===== config.mk =====
export PLATFORM = sky130hd
export DESIGN_NAME = div_requester_flat
export DESIGN_NICKNAME = d
export VERILOG_FILES = /design/src/rtl/div_pkg.sv /design/src/rtl/unsigned_division_interface.sv /design/src/rtl/div_clz.sv /design/src/rtl/div_requester.sv /design/src/flat_wrapper.sv
export SDC_FILE = /design/constraint.sdc
export NUM_CORES = 1
export LEC_CHECK = 0
export CORE_MARGIN = 10
export CORE_UTILIZATION = 51
export DETAILED_ROUTE_END_ITERATION = 7
export PLACE_DENSITY = 0.87
export SLEW_MARGIN = 20
export SYNTH_ARGS = -nofsm -noshare
export SYNTH_HDL_FRONTEND = slang
export SYNTH_SLANG_ARGS = --single-unit

===== constraint.sdc =====
create_clock -name clk -period 4.3 [get_ports clk]
set_input_delay 0.645 -clock clk [delete_from_list [all_inputs] [get_ports clk]]
set_output_delay 0.645 -clock clk [all_outputs]
set_load 0.01 [all_outputs]

===== src/rtl/div_pkg.sv =====
// Shared types for the divide requester: operation encoding, FSM states and op decode helpers.
package div_pkg;

    typedef enum logic [1:0] {
        DIV  = 2'd0,
        DIVU = 2'd1,
        REM  = 2'd2,
        REMU = 2'd3
    } div_op_t;

    typedef enum logic [1:0] {
        IDLE = 2'd0,
        WAIT = 2'd1,
        RESP = 2'd2
    } div_state_t;

    function automatic logic op_is_signed(input div_op_t op);
        return (op == DIV) || (op == REM);
    endfunction

    function automatic logic op_is_rem(input div_op_t op);
        return (op == REM) || (op == REMU);
    endfunction

endpackage


===== src/rtl/unsigned_division_interface.sv =====
// Handshake between the requester and an unsigned divider core.
// start is a one-cycle pulse; done may arrive in the start cycle or any later cycle.
interface unsigned_division_interface #(
    parameter int DATA_WIDTH = 32
);
    localparam int CLZ_W = $clog2(DATA_WIDTH);

    logic [DATA_WIDTH-1:0] dividend;
    logic [DATA_WIDTH-1:0] divisor;
    logic [CLZ_W-1:0]      dividend_CLZ;
    logic [CLZ_W-1:0]      divisor_CLZ;
    logic                  start;
    logic [DATA_WIDTH-1:0] quotient;
    logic [DATA_WIDTH-1:0] remainder;
    logic                  done;

    modport requester (
        output dividend, divisor, dividend_CLZ, divisor_CLZ, start,
        input  quotient, remainder, done
    );

    modport divider (
        input  dividend, divisor, dividend_CLZ, divisor_CLZ, start,
        output quotient, remainder, done
    );
endinterface


===== src/rtl/div_clz.sv =====
// Leading-zero counter; combinational, no backpressure.
// A zero input reports W-1 so the result always fits in $clog2(W) bits.
module div_clz #(
    parameter int W  = 32,
    parameter int CW = $clog2(W)
) (
    input  logic [W-1:0]  val,
    output logic [CW-1:0] clz
);

    // Ascending scan: the highest set bit is the last one to write clz.
    always_comb begin
        clz = CW'(W - 1);
        for (int i = 0; i < W; i++) begin
            if (val[i]) begin
                clz = CW'(W - 1 - i);
            end
        end
    end

endmodule


===== src/rtl/div_requester.sv =====
// Signed/unsigned divide front-end around an unsigned core; result one cycle after done (div-by-zero: one cycle after accept).
// One operation outstanding: req_ready only in IDLE, response held until rsp_ready, flush discards.
module div_requester
    import div_pkg::*;
#(
    parameter int DIV_WIDTH = 32,
    parameter int ID_W      = 4
) (
    input  logic                 clk,
    input  logic                 rst_n,
    input  logic                 req_valid,
    output logic                 req_ready,
    input  div_op_t              req_op,
    input  logic [DIV_WIDTH-1:0] req_rs1,
    input  logic [DIV_WIDTH-1:0] req_rs2,
    input  logic [ID_W-1:0]      req_id,
    input  logic                 flush,
    output logic                 rsp_valid,
    input  logic                 rsp_ready,
    output logic [DIV_WIDTH-1:0] rsp_data,
    output logic [ID_W-1:0]      rsp_id,
    unsigned_division_interface.requester div
);

    localparam int CLZ_W = $clog2(DIV_WIDTH);

    div_state_t           state, state_nxt;
    logic [DIV_WIDTH-1:0] mag1, mag2;
    logic                 neg1, neg2;
    div_op_t              op_q;
    logic                 start_q;
    logic                 discard;

    logic                 accept;
    logic                 rs2_zero;
    logic                 rs1_neg, rs2_neg;
    logic [DIV_WIDTH-1:0] rs1_mag, rs2_mag;
    logic [DIV_WIDTH-1:0] dbz_res, core_res;
    logic [CLZ_W-1:0]     clz1, clz2;

    assign req_ready = (state == IDLE) && !flush;
    assign accept    = req_ready && req_valid;
    assign rs2_zero  = (req_rs2 == '0);
    assign rs1_neg   = op_is_signed(req_op) && req_rs1[DIV_WIDTH-1];
    assign rs2_neg   = op_is_signed(req_op) && req_rs2[DIV_WIDTH-1];
    assign rs1_mag   = rs1_neg ? -req_rs1 : req_rs1;
    assign rs2_mag   = rs2_neg ? -req_rs2 : req_rs2;
    assign dbz_res   = op_is_rem(req_op) ? req_rs1 : '1;

    // neg flags already fold in signedness, so unsigned ops never get corrected.
    assign core_res  = op_is_rem(op_q)
                     ? (neg1 ? -div.remainder : div.remainder)
                     : ((neg1 ^ neg2) ? -div.quotient : div.quotient);

    div_clz #(.W(DIV_WIDTH), .CW(CLZ_W)) u_clz_dividend (.val(mag1), .clz(clz1));
    div_clz #(.W(DIV_WIDTH), .CW(CLZ_W)) u_clz_divisor  (.val(mag2), .clz(clz2));

    assign div.dividend     = mag1;
    assign div.divisor      = mag2;
    assign div.dividend_CLZ = clz1;
    assign div.divisor_CLZ  = clz2;
    assign div.start        = start_q;

    always_ff @(posedge clk or negedge rst_n) begin
        if (!rst_n) begin
            state <= IDLE;
        end else begin
            state <= state_nxt;
        end
    end

    always_comb begin
        state_nxt = state;
        case (state)
            IDLE: if (accept)             state_nxt = rs2_zero ? RESP : WAIT;
            WAIT: if (div.done)           state_nxt = (discard || flush) ? IDLE : RESP;
            RESP: if (flush || rsp_ready) state_nxt = IDLE;
            default:                      state_nxt = IDLE;
        endcase
    end

    always_ff @(posedge clk or negedge rst_n) begin
        if (!rst_n) begin
            mag1      <= '0;
            mag2      <= '0;
            neg1      <= 1'b0;
            neg2      <= 1'b0;
            op_q      <= DIVU;
            start_q   <= 1'b0;
            discard   <= 1'b0;
            rsp_valid <= 1'b0;
            rsp_data  <= '0;
            rsp_id    <= '0;
        end else begin
            start_q <= 1'b0;
            if (accept) begin
                mag1    <= rs1_mag;
                mag2    <= rs2_mag;
                neg1    <= rs1_neg;
                neg2    <= rs2_neg;
                op_q    <= req_op;
                rsp_id  <= req_id;
                start_q <= !rs2_zero;
                if (rs2_zero) begin
                    rsp_data  <= dbz_res;
                    rsp_valid <= 1'b1;
                end
            end
            // A flushed operation still runs to done so the core is never restarted mid-flight.
            if (state == WAIT) begin
                if (div.done) begin
                    discard <= 1'b0;
                    if (!discard && !flush) begin
                        rsp_data  <= core_res;
                        rsp_valid <= 1'b1;
                    end
                end else if (flush) begin
                    discard <= 1'b1;
                end
            end
            if (state == RESP && (flush || rsp_ready)) begin
                rsp_valid <= 1'b0;
            end
        end
    end

endmodule


===== src/flat_wrapper.sv =====
// flat-port wrapper written by rule: the top's interface ports become plain ports
module div_requester_flat import div_pkg::*;
#(
    parameter int DIV_WIDTH = 32,
    parameter int ID_W      = 4
)
  (clk, rst_n, req_valid, req_ready, req_op, req_rs1, req_rs2, req_id, flush, rsp_valid, rsp_ready, rsp_data, rsp_id, div_dividend, div_divisor, div_dividend_CLZ, div_divisor_CLZ, div_start, div_quotient, div_remainder, div_done);
  unsigned_division_interface div_i ();
  input  logic clk;
  input  logic rst_n;
  input  logic req_valid;
  output logic req_ready;
  input  div_op_t req_op;
  input  logic [DIV_WIDTH-1:0] req_rs1;
  input  logic [DIV_WIDTH-1:0] req_rs2;
  input  logic [ID_W-1:0] req_id;
  input  logic flush;
  output logic rsp_valid;
  input  logic rsp_ready;
  output logic [DIV_WIDTH-1:0] rsp_data;
  output logic [ID_W-1:0] rsp_id;
  output wire logic [$bits(div_i.dividend)-1:0] div_dividend;
  output wire logic [$bits(div_i.divisor)-1:0] div_divisor;
  output wire logic [$bits(div_i.dividend_CLZ)-1:0] div_dividend_CLZ;
  output wire logic [$bits(div_i.divisor_CLZ)-1:0] div_divisor_CLZ;
  output wire logic [$bits(div_i.start)-1:0] div_start;
  input wire logic [$bits(div_i.quotient)-1:0] div_quotient;
  input wire logic [$bits(div_i.remainder)-1:0] div_remainder;
  input wire logic [$bits(div_i.done)-1:0] div_done;
  assign div_dividend = div_i.dividend;
  assign div_divisor = div_i.divisor;
  assign div_dividend_CLZ = div_i.dividend_CLZ;
  assign div_divisor_CLZ = div_i.divisor_CLZ;
  assign div_start = div_i.start;
  assign div_i.quotient = div_quotient;
  assign div_i.remainder = div_remainder;
  assign div_i.done = div_done;
  div_requester #(.DIV_WIDTH(DIV_WIDTH), .ID_W(ID_W)) u_core (.clk(clk), .rst_n(rst_n), .req_valid(req_valid), .req_ready(req_ready), .req_op(req_op), .req_rs1(req_rs1), .req_rs2(req_rs2), .req_id(req_id), .flush(flush), .rsp_valid(rsp_valid), .rsp_ready(rsp_ready), .rsp_data(rsp_data), .rsp_id(rsp_id), .div(div_i));
endmodule

==> results of run 1 <==
## kinds of logic (layout without fill, tap and decap cells)
family / after synthesis / after routing / synth area share
and+or+nand+nor: 373 / 373 / 0.2374
AOI/OAI and AO/OA: 296 / 296 / 0.2275
xor gates and xnor gates: 118 / 118 / 0.1321
DFF: 108 / 108 / 0.3455
buffers and inverters: 84 / 306 / 0.04335
muxes: 6 / 6 / 0.007679
adders and majority gates: 4 / 4 / 0.006399
other: 0 / 3 / 0
## cell type report
| cell class | count | area, sq um | area share |
|---|---|---|---|
| Antenna cell | 3 | 7.507 | 0.0006966 |
| Inverter | 30 | 112.6 | 0.01045 |
| Tap cell | 188 | 235.2 | 0.02183 |
| Timing Repair Buffer | 261 | 2586 | 0.2400 |
| Clock inverter | 6 | 111.4 | 0.01033 |
| Clock buffer | 9 | 225.2 | 0.02090 |
| Sequential cell | 108 | 2703 | 0.2508 |
| Multi-Input combinational cell | 797 | 4796 | 0.4450 |
## sequential cells by signal, summed over array words and instances, names as in the netlist, 2 cells and up
name and flops:
u_core.div.dividend 32, u_core.div.divisor 32, u_core.rsp_data 32, u_core.rsp_id 4, u_core.state 2
## where the power goes
group | leakage, nW | internal [mW] | switching [mW] | total [mW]
Sequential | 1.34 | 1.35 | 0.384 | 1.73
Clock | 0.162 | 0.567 | 0.377 | 0.944
Combinational | 2.55 | 1.19 | 1.06 | 2.25
## worst min-delay path by stage
stage / startpoint / end / slack [ps] / cells after the start
floorplan: rst_n / u_core.discard / 350 / 0
global placement: u_core.rsp_id[1] / u_core.rsp_id[1] / 460 / 2
detailed placement: u_core.rsp_id[1] / u_core.rsp_id[1] / 470 / 2
CTS: rst_n / u_core.rsp_id[3] / 420 / 1
global route: rst_n / u_core.rsp_id[0] / 460 / 1
finish: rst_n / u_core.rsp_id[3] / 390 / 1
## through the flow
stage | util | area [sq um] | total power [mW]
floorplan | - | 7821 | 2.701
CTS | 0.7134 | 10770 | 4.919
global placement | 0.6915 | 10430 | 3.908
detailed placement | 0.6911 | 10430 | 3.964
finish | 0.7142 | 10780 | 4.925
global route | 0.7140 | 10770 | 5.200
## cell usage in the layout, fill, tap and decap left out, drive strengths merged, types with 7 or more instances in the layout
cell,count
nand3b,28
o31ai,21
dfrtp,108
nor2b,7
nand2,123
nor3,44
or3,14
a21oi,56
inv,31
nor2,74
o41ai,12
nor4,27
clkdlybuf4s50,250
xnor2,76
o221ai,8
or4,15
buf,11
nand2b,9
nand3,9
clkbuf,9
a31oi,11
xor2,42
o21ai,131
o211ai,31
## metal layers
metal  share of wire  up-vias  wire length [microns]  global-route usage
met5               0        -                      0                   0
met4           0.037        0                   1018              0.1037
met3           0.090       68                   2498             0.06304
met2            0.47      415                  13110              0.4189
met1            0.40     4007                  11230              0.3241
li1                -     4018                      -                   -
## worst max-delay path, cell delays in order
cell	delay (ps)
clkdlybuf4s50_1	490
or4_4	600
or4_4	580
nor4_4	280
buf_4	440
nand3b_1	160
o211ai_1	140
o221ai_1	140
==> out/metrics.csv, run 1 <==
stage,metric,value,unit
cts,clk_pin_slew,80,ps
cts,cts_root_buf,clkbuf_16,
synth,netlist_area,7821,sq um
route,drc,0,
cts,clk_latency,350,ps
worst_setup_path,crit_fanout,47,
route,post_drt_via_cell_ratio,6.068,
route,first_iter_violations,904,
sta,tightest_slew,989.1,ps
sta,maxSlewViolCount,0,
synth,synth_top_area_cell,dfrtp_1,
cts,cts_buffers,9,
sta,finalHoldViolations,0,
global_route,grtUsageTotal,0.2589,
route,drtAntennaViolNets,0,
sta,max-slew-margin-rel,0.3406,
route,routed_wl,27850,microns
route,drt-wirelength-per-cell,19.86,microns
floorplanning,rows,45,
finish,area_growth_syn_to_layout,37.79,%
cts,cts_resized,0,
power_and_ir_drop,power.density,457.0,nW/um^2
floorplanning,core_area,15090,sq um
floorplanning,dieArea,20690,sq um
floorplanning,die_x,143.8,microns
synth,synth_most_common_cell,o21ai_0,
floorplanning,die_h,143.8,microns
placed_design,dp_hpwl,21640,microns
synth,synth_top_area_frac,0.3455,
global_route,gr-total-overflow,0,
worst_setup_path,reg2reg_slack,1860,ps
worst_setup_path,cp.required,4500,ps
finish,fillCellCount,1186,
synth,synth_warnings,0,
sta,period_minus_slack,3302,ps
worst_setup_path,r2r_start,u_core.state[0],
worst_setup_path,timing_worst_setup_path_type,primary input to register,
floorplanning,initial_core_util,0.5183,
worst_hold_path,hold_class,primary input to asynchronous set/reset pin,
worst_setup_path,cp-end-kind,register,
synth,yosys-top-cells-area,"dfrtp_1 (35%), xnor2_1 (8.5%), o21ai_0 (8.1%)",
sta,final.setup.tns,0,ps
global_route,grt_pass1_vias,8175,
sta,fin_skew,13.81,ps
synth,synth_edf_count,0,
global_route,antenna_found_initial,2,
route,num_vias,8508,
sta,layout_setup_ws,997.9,ps
sta,fin_crit_sh,0.7679,
synth,yosysUniqueCellTypes,50,
floorplanning,ios,253,
worst_setup_path,arrival,3510,ps
sta,setup_viol,0,
worst_setup_path,r2r-end,u_core.rsp_data[9],
synth,synth_seq_cells,108,
worst_setup_path,worstRegToRegCells,4,
synth,synthCells,989,
placed_design,place_inst,1384,
synth,async_flop_share,1.000,
worst_setup_path,cp-endpoint,u_core.rsp_data[23],
sta,rsz0062_at_grt,no,
global_route,grt_max_degree,136,
outcome,status,finished clean,
power_and_ir_drop,power_leakage,4.057,nW
synth,syn_nets,1133,
synth,synthTopCellsByCount,"o21ai_0 (127), nand2_1 (123), dfrtp_1 (108)",
cts,postCtsSetupBuffers,0,
sta,hold_ws,385.1,ps
worst_setup_path,cp-start-kind,primary input,
synth,yosysSeqAreaShare,0.3455,
synth,synthFlopType,dfrtp_1,
finish,fin_cells,1402,
cts,cts_sinks,108,
sta,clock.fmax,0.3028,GHz
cts,cts_tree,yes,
placed_design,portBuffers,252,
worst_setup_path,setup.worst_path.start,req_rs2[14],
placed_design,dp_slack,691.8,ps
cts,cts_buffer_depth,2,
placed_design,place_congestion,0.9249,
cts,htree_levels,3,
synth,avgSynthCellArea,7.908,sq um
route,drt_pre_antenna_iters,5,
finish,drive_gt1_frac,0.02890,
finish,layout.nets,1351,
cts,holdBufCountCts,0,
power_and_ir_drop,ir_worst_vdd,245.7,uV
global_route,grt_pass1_wl,43070,microns
flow_run,maxCapViolations,0,
Note: power is estimated with default switching activity, not from simulation.
==> inputs of run 2 (changes only) <==
--- a/config.mk
+++ b/config.mk
@@ -6,9 +6,9 @@
 export NUM_CORES = 1
 export LEC_CHECK = 0
 export CORE_MARGIN = 10
-export CORE_UTILIZATION = 51
+export CORE_UTILIZATION = 47
 export DETAILED_ROUTE_END_ITERATION = 7
-export PLACE_DENSITY = 0.87
+export PLACE_DENSITY = 0.81
 export SLEW_MARGIN = 20
 export SYNTH_ARGS = -nofsm -noshare
 export SYNTH_HDL_FRONTEND = slang
==> constraint.sdc (replaced) <==
create_clock -name clk -period 3.34 [get_ports clk]
set_input_delay 0.501 -clock clk [delete_from_list [all_inputs] [get_ports clk]]
set_output_delay 0.501 -clock clk [all_outputs]
set_load 0.01 [all_outputs]
==> run 2 against run 1 <==
Via count decreased by 2.7%. Clock-buffer cell count increased by 4. Utilization decreased by 5.1 points. Clock skew decreased by 4.9 ps. Global-route usage decreased by 2.2 points. Clock power increased by 15%. Non-clock buffer count increased by 15. Register-to-register slack got worse by 720 ps. Flip-flop and latch count unchanged. Sequential power increased by 29%. Final cell count increased by 3.4%. Largest cell class unchanged.
==> out/metrics.csv, run 2 (synthesis results as in run 1) <==
stage,metric,value,unit
power_and_ir_drop,power.density,566.6,nW/um^2
global_route,grtUsageTotal,0.2370,
route,drtAntennaViolNets,0,
cts,cts_root_buf,clkbuf_16,
sta,fin_crit_sh,0.9188,
finish,area_growth_syn_to_layout,39.72,%
cts,cts_sinks,108,
cts,htree_levels,3,
sta,final.setup.tns,0,ps
worst_setup_path,cp-start-kind,register,
flow_run,maxCapViolations,0,
global_route,gr-total-overflow,0,
sta,fin_skew,8.895,ps
power_and_ir_drop,clkPwrFrac,0.176,
route,routed_wl,27290,microns
route,num_vias,8275,
power_and_ir_drop,ir_worst_vdd,258.3,uV
worst_setup_path,cp-end-kind,output pin,
route,drt_pre_antenna_iters,7,
worst_setup_path,arrival,2570,ps
sta,setup_viol,0,
worst_setup_path,cp.required,2840,ps
finish,drive_gt1_frac,0.03830,
sta,clock.fmax,0.3259,GHz
power_and_ir_drop,switching_share,0.3737,
placed_design,place_inst,1431,
global_route,antenna_found_initial,3,
floorplanning,core_area,16470,sq um
cts,cts_tree,yes,
cts,cts_resized,0,
cts,clk_pin_slew,70,ps
route,post_drt_via_cell_ratio,5.707,
global_route,use_met2,0.3679,
floorplanning,rows,47,
floorplanning,dieArea,22200,sq um
route,drt-wirelength-per-cell,18.82,microns
finish,fin_cells,1450,
power_and_ir_drop,pwr-share-comb,0.465,
sta,hold_ws,139.2,ps
sta,rsz0062_at_grt,no,
finish,final_common_cell,clkdlybuf4s50_1,
placed_design,place_congestion,0.9310,
power_and_ir_drop,p_int,3.878,mW
cts,clk_latency,350,ps
power_and_ir_drop,switching_power,2.314,mW
sta,max-slew-margin-rel,0.3409,
outcome,status,finished clean,
power_and_ir_drop,seqPwrFrac,0.360,
sta,tightest_slew,988.6,ps
route,first_iter_violations,736,
worst_setup_path,timing_worst_setup_path_type,register to output pin,
placed_design,portBuffers,252,
global_route,grt_pass1_wl,42560,microns
global_route,grt_max_degree,102,
finish,layout.nets,1366,
sta,maxSlewViolCount,0,
cts,cts_buffer_depth,2,
floorplanning,die_h,149,microns
placed_design,dp_hpwl,21950,microns
worst_hold_path,hold_class,primary input to asynchronous set/reset pin,
sta,period_minus_slack,3069,ps
global_route,use_met3,0.05249,
finish,fillCellCount,1379,
cts,cts_buffers,9,
floorplanning,initial_core_util,0.4750,
floorplanning,ios,253,
cts,postCtsSetupBuffers,0,
floorplanning,die_x,149,microns
finish,most-common-layout-cells,"clkdlybuf4s50_1 (251), o21ai_0 (127), nand2_1 (122), dfrtp_1 (108), xnor2_1 (76)",
cts,holdBufCountCts,0,
global_route,met1_usage,0.3108,
global_route,grt_pass1_vias,7827,
global_route,busiest_layer,met2,
power_and_ir_drop,power_leakage,4.117,nW
worst_setup_path,crit_fanout,5,
sta,finalHoldViolations,0,
route,drc,0,
power_and_ir_drop,power,6.191,mW
[run 2: worst paths after layout]
| check | from | endpoint | slack (ps) | cells after the start |
|---|---|---|---|---|
| min in group clk | u_core.rsp_id[0] | u_core.rsp_id[0] | 480 | 2 |
| min reg2reg | u_core.rsp_id[0] | u_core.rsp_id[0] | 480 | 2 |
| max | u_core.div.divisor[4] | div_divisor_CLZ[1] | 270 | 7 |
| min | rst_n | u_core.rsp_id[0] | 140 | 1 |
| max in group asynchronous | rst_n | u_core.div.dividend[27] | 2440 | 2 |
| max reg2reg | u_core.state[0] | u_core.rsp_data[15] | 1140 | 7 |
[run 2: per-stage QoR]
| stage | util | setup slack [ps] | instance area, sq um |
|---|---|---|---|
| 6_report | 0.6637 | 271.1 | 10930 |
| 4_1_cts | 0.6632 | 240.9 | 10920 |
| 3_3_place_gp | 0.6452 | 98.04 | 10620 |
| 3_5_place_dp | 0.6452 | 67.69 | 10620 |
| 5_1_grt | 0.6637 | 113.1 | 10930 |
| 2_1_floorplan | - | 732.5 | 7821 |
[run 2: area by class of cell]
type | count | area, sq um | share of cell area
Multi-Input combinational cell | 797 | 4796 | 0.4389
Antenna cell | 3 | 7.507 | 0.0006870
Tap cell | 220 | 275.3 | 0.02519
Timing Repair Buffer | 276 | 2738 | 0.2505
Clock buffer | 13 | 250.2 | 0.02290
Inverter | 30 | 112.6 | 0.01030
Sequential cell | 108 | 2703 | 0.2473
Clock inverter | 3 | 46.29 | 0.004236
[run 2: layer usage]
layer	share of wire	up-vias
met5	0	-
met4	0.034	0
met3	0.076	50
met2	0.46	321
met1	0.43	3864
li1	-	4040
[run 2: power groups by stage]
stage               clock, mW  combinational, mW  sequential, mW
detailed placement          0               2.88            2.23
global placement            0               2.84            2.23
finish                   1.09               2.88            2.23
global route             1.15               3.14            2.29
CTS                      1.10               2.90            2.22
floorplan                   0               1.19            2.29
[run 2: worst max-delay path, cell delays in order (launching register included)]
cell and delay, ps:
dfrtp_1 440, nor2_1 100, o21ai_0 90, a211oi_1 330
o31ai_1 160, a2111oi_0 430, o32ai_1 160, clkdlybuf4s50_1 510
==> inputs of run 3 (changes only) <==
--- a/config.mk
+++ b/config.mk
@@ -5,10 +5,12 @@
 export SDC_FILE = /design/constraint.sdc
 export NUM_CORES = 1
 export LEC_CHECK = 0
+export CELL_PAD_IN_SITES_DETAIL_PLACEMENT = 0
+export CELL_PAD_IN_SITES_GLOBAL_PLACEMENT = 1
 export CORE_MARGIN = 10
-export CORE_UTILIZATION = 47
+export CORE_UTILIZATION = 34
 export DETAILED_ROUTE_END_ITERATION = 7
-export PLACE_DENSITY = 0.81
+export PLACE_DENSITY_LB_ADDON = 0.1
 export SLEW_MARGIN = 20
 export SYNTH_ARGS = -nofsm -noshare
 export SYNTH_HDL_FRONTEND = slang
==> run 3 against run 2 <==
Design area up 1.5%. Highest routed layer unchanged. Clock skew down 1.6 ps. Hold slack improved by 0.94 ps. Critical path depth did not move.
==> out/metrics.csv, run 3 (synthesis results as in run 1) <==
stage,metric,value,unit
placed_design,portBuffers,252,
global_route,gr-total-overflow,0,
power_and_ir_drop,power_leakage,4.178,nW
worst_setup_path,cp-end-kind,output pin,
cts,cts_buffers,9,
global_route,grt_pass1_wl,46820,microns
sta,period_minus_slack,3166,ps
placed_design,dp_slack,76.16,ps
cts,clk_latency,350,ps
cts,cts_sinks,108,
sta,fin_skew,7.302,ps
sta,fin_crit_sh,0.9479,
sta,max-slew-margin-rel,0.3341,
cts,clk_pin_slew,80,ps
finish,most-common-layout-cells,"clkdlybuf4s50_1 (251), o21ai_0 (127), nand2_1 (122), dfrtp_1 (108), xnor2_1 (76)",
worst_setup_path,cp.required,2840,ps
sta,tightest_slew,995.2,ps
cts,cts_tree,yes,
cts,cts_root_buf,clkbuf_16,
floorplanning,die_x,171.7,microns
route,num_vias,8132,
outcome,status,finished clean,
placed_design,place_inst,1509,
worst_setup_path,reg2reg_slack,1080,ps
finish,fin_cells,1525,
worst_setup_path,timing_worst_setup_path_type,register to output pin,
cts,postCtsSetupBuffers,0,
placed_design,place_congestion,0.8662,
sta,maxSlewViolCount,0,
route,post_drt_via_cell_ratio,5.332,
worst_setup_path,crit_fanout,5,
floorplanning,die_h,171.7,microns
worst_setup_path,worstRegToRegCells,7,
cts,cts_buffer_depth,2,
route,drt-wirelength-per-cell,19.71,microns
cts,htree_levels,3,
route,drt_pre_antenna_iters,8,
finish,area_growth_syn_to_layout,41.86,%
global_route,grtUsageTotal,0.2000,
sta,layout_setup_ws,173.9,ps
sta,rsz0062_at_grt,no,
sta,clock.fmax,0.3158,GHz
floorplanning,initial_core_util,0.3455,
power_and_ir_drop,power.density,558.2,nW/um^2
route,first_iter_violations,568,
sta,final.setup.tns,0,ps
placed_design,dp_hpwl,24060,microns
sta,finalHoldViolations,0,
finish,drive_gt1_frac,0.05081,
global_route,antenna_found_initial,0,
power_and_ir_drop,ir_worst_vdd,218.3,uV
finish,fillCellCount,2205,
sta,setup_viol,0,
route,drtAntennaViolNets,0,
worst_hold_path,hold_class,primary input to asynchronous set/reset pin,
worst_setup_path,cp-start-kind,register,
flow_run,maxCapViolations,0,
worst_setup_path,arrival,2670,ps
finish,layout.nets,1379,
global_route,grt_pass1_vias,8055,
floorplanning,core_area,22640,sq um
finish,final_common_cell,clkdlybuf4s50_1,
floorplanning,dieArea,29470,sq um
route,drc,0,
finish,fin_util,0.4901,
route,routed_wl,30060,microns
floorplanning,rows,55,
finish,diodes,0,
power_and_ir_drop,power,6.193,mW
floorplanning,ios,253,
global_route,grt_max_degree,124,
run 3: stage by stage:
step / area (sq um) / hold WS, ps
final: 11100 / 140.1
after global routing: 11100 / 189.7
after CTS: 11090 / 161.5
after detailed placement: 10800 / 461.6
after global placement: 10800 / 458.6
after floorplan: 7821 / 205.4
run 3: worst max-delay path, cell delays in order, from the launching register on:
cell and delay, ps:
dfrtp_1 430, nor2_1 100, o21ai_0 100, a211oi_1 310, o31ai_1 150, a2111oi_0 510
o32ai_1 200, clkdlybuf4s50_1 510
run 3: per-layer routing:
metal | vias up | part of all wire | global-route usage
met5 | - | 0 | 0
met4 | 0 | 0.010 | 0.04575
met3 | 16 | 0.066 | 0.04011
met2 | 260 | 0.46 | 0.3179
met1 | 3796 | 0.46 | 0.2727
li1 | 4060 | - | -
run 3: final timing paths:
check,endpoint,startpoint
max,div_divisor_CLZ[1],u_core.div.divisor[4]
min reg2reg,u_core.rsp_id[3],u_core.rsp_id[3]
min,u_core.div.divisor[17],rst_n
max in group asynchronous,u_core.rsp_data[26],rst_n
min in group clk,u_core.rsp_id[3],u_core.rsp_id[3]
max reg2reg,u_core.rsp_data[11],u_core.state[0]
run 3: repair_timing:
| action | in CTS | in global routing |
|---|---|---|
| hold buffers | 0 | 0 |
| gates resized for setup | 0 | 1 |
| endpoints found under the setup margin | 0 | 1 |
run 3: area by class of cell:
type,count,area (sq um),area share
multi-input cells,797,4797,0.4323
repair buffers,289,2839,0.2559
flip-flops and latches,108,2703,0.2436
well taps,285,356.6,0.03214
clock buffers,10,239.0,0.02154
inverters,30,112.6,0.01015
clock inverters,6,48.80,0.004398
run 3: report_power, final:
group          switching (mW)  leakage [nW]  internal, mW  total, mW
clock network           0.531         0.137         0.534       1.07
logic                    1.35          2.70          1.55       2.90
registers               0.495          1.34          1.73       2.23
total                    2.37          4.18          3.82       6.19
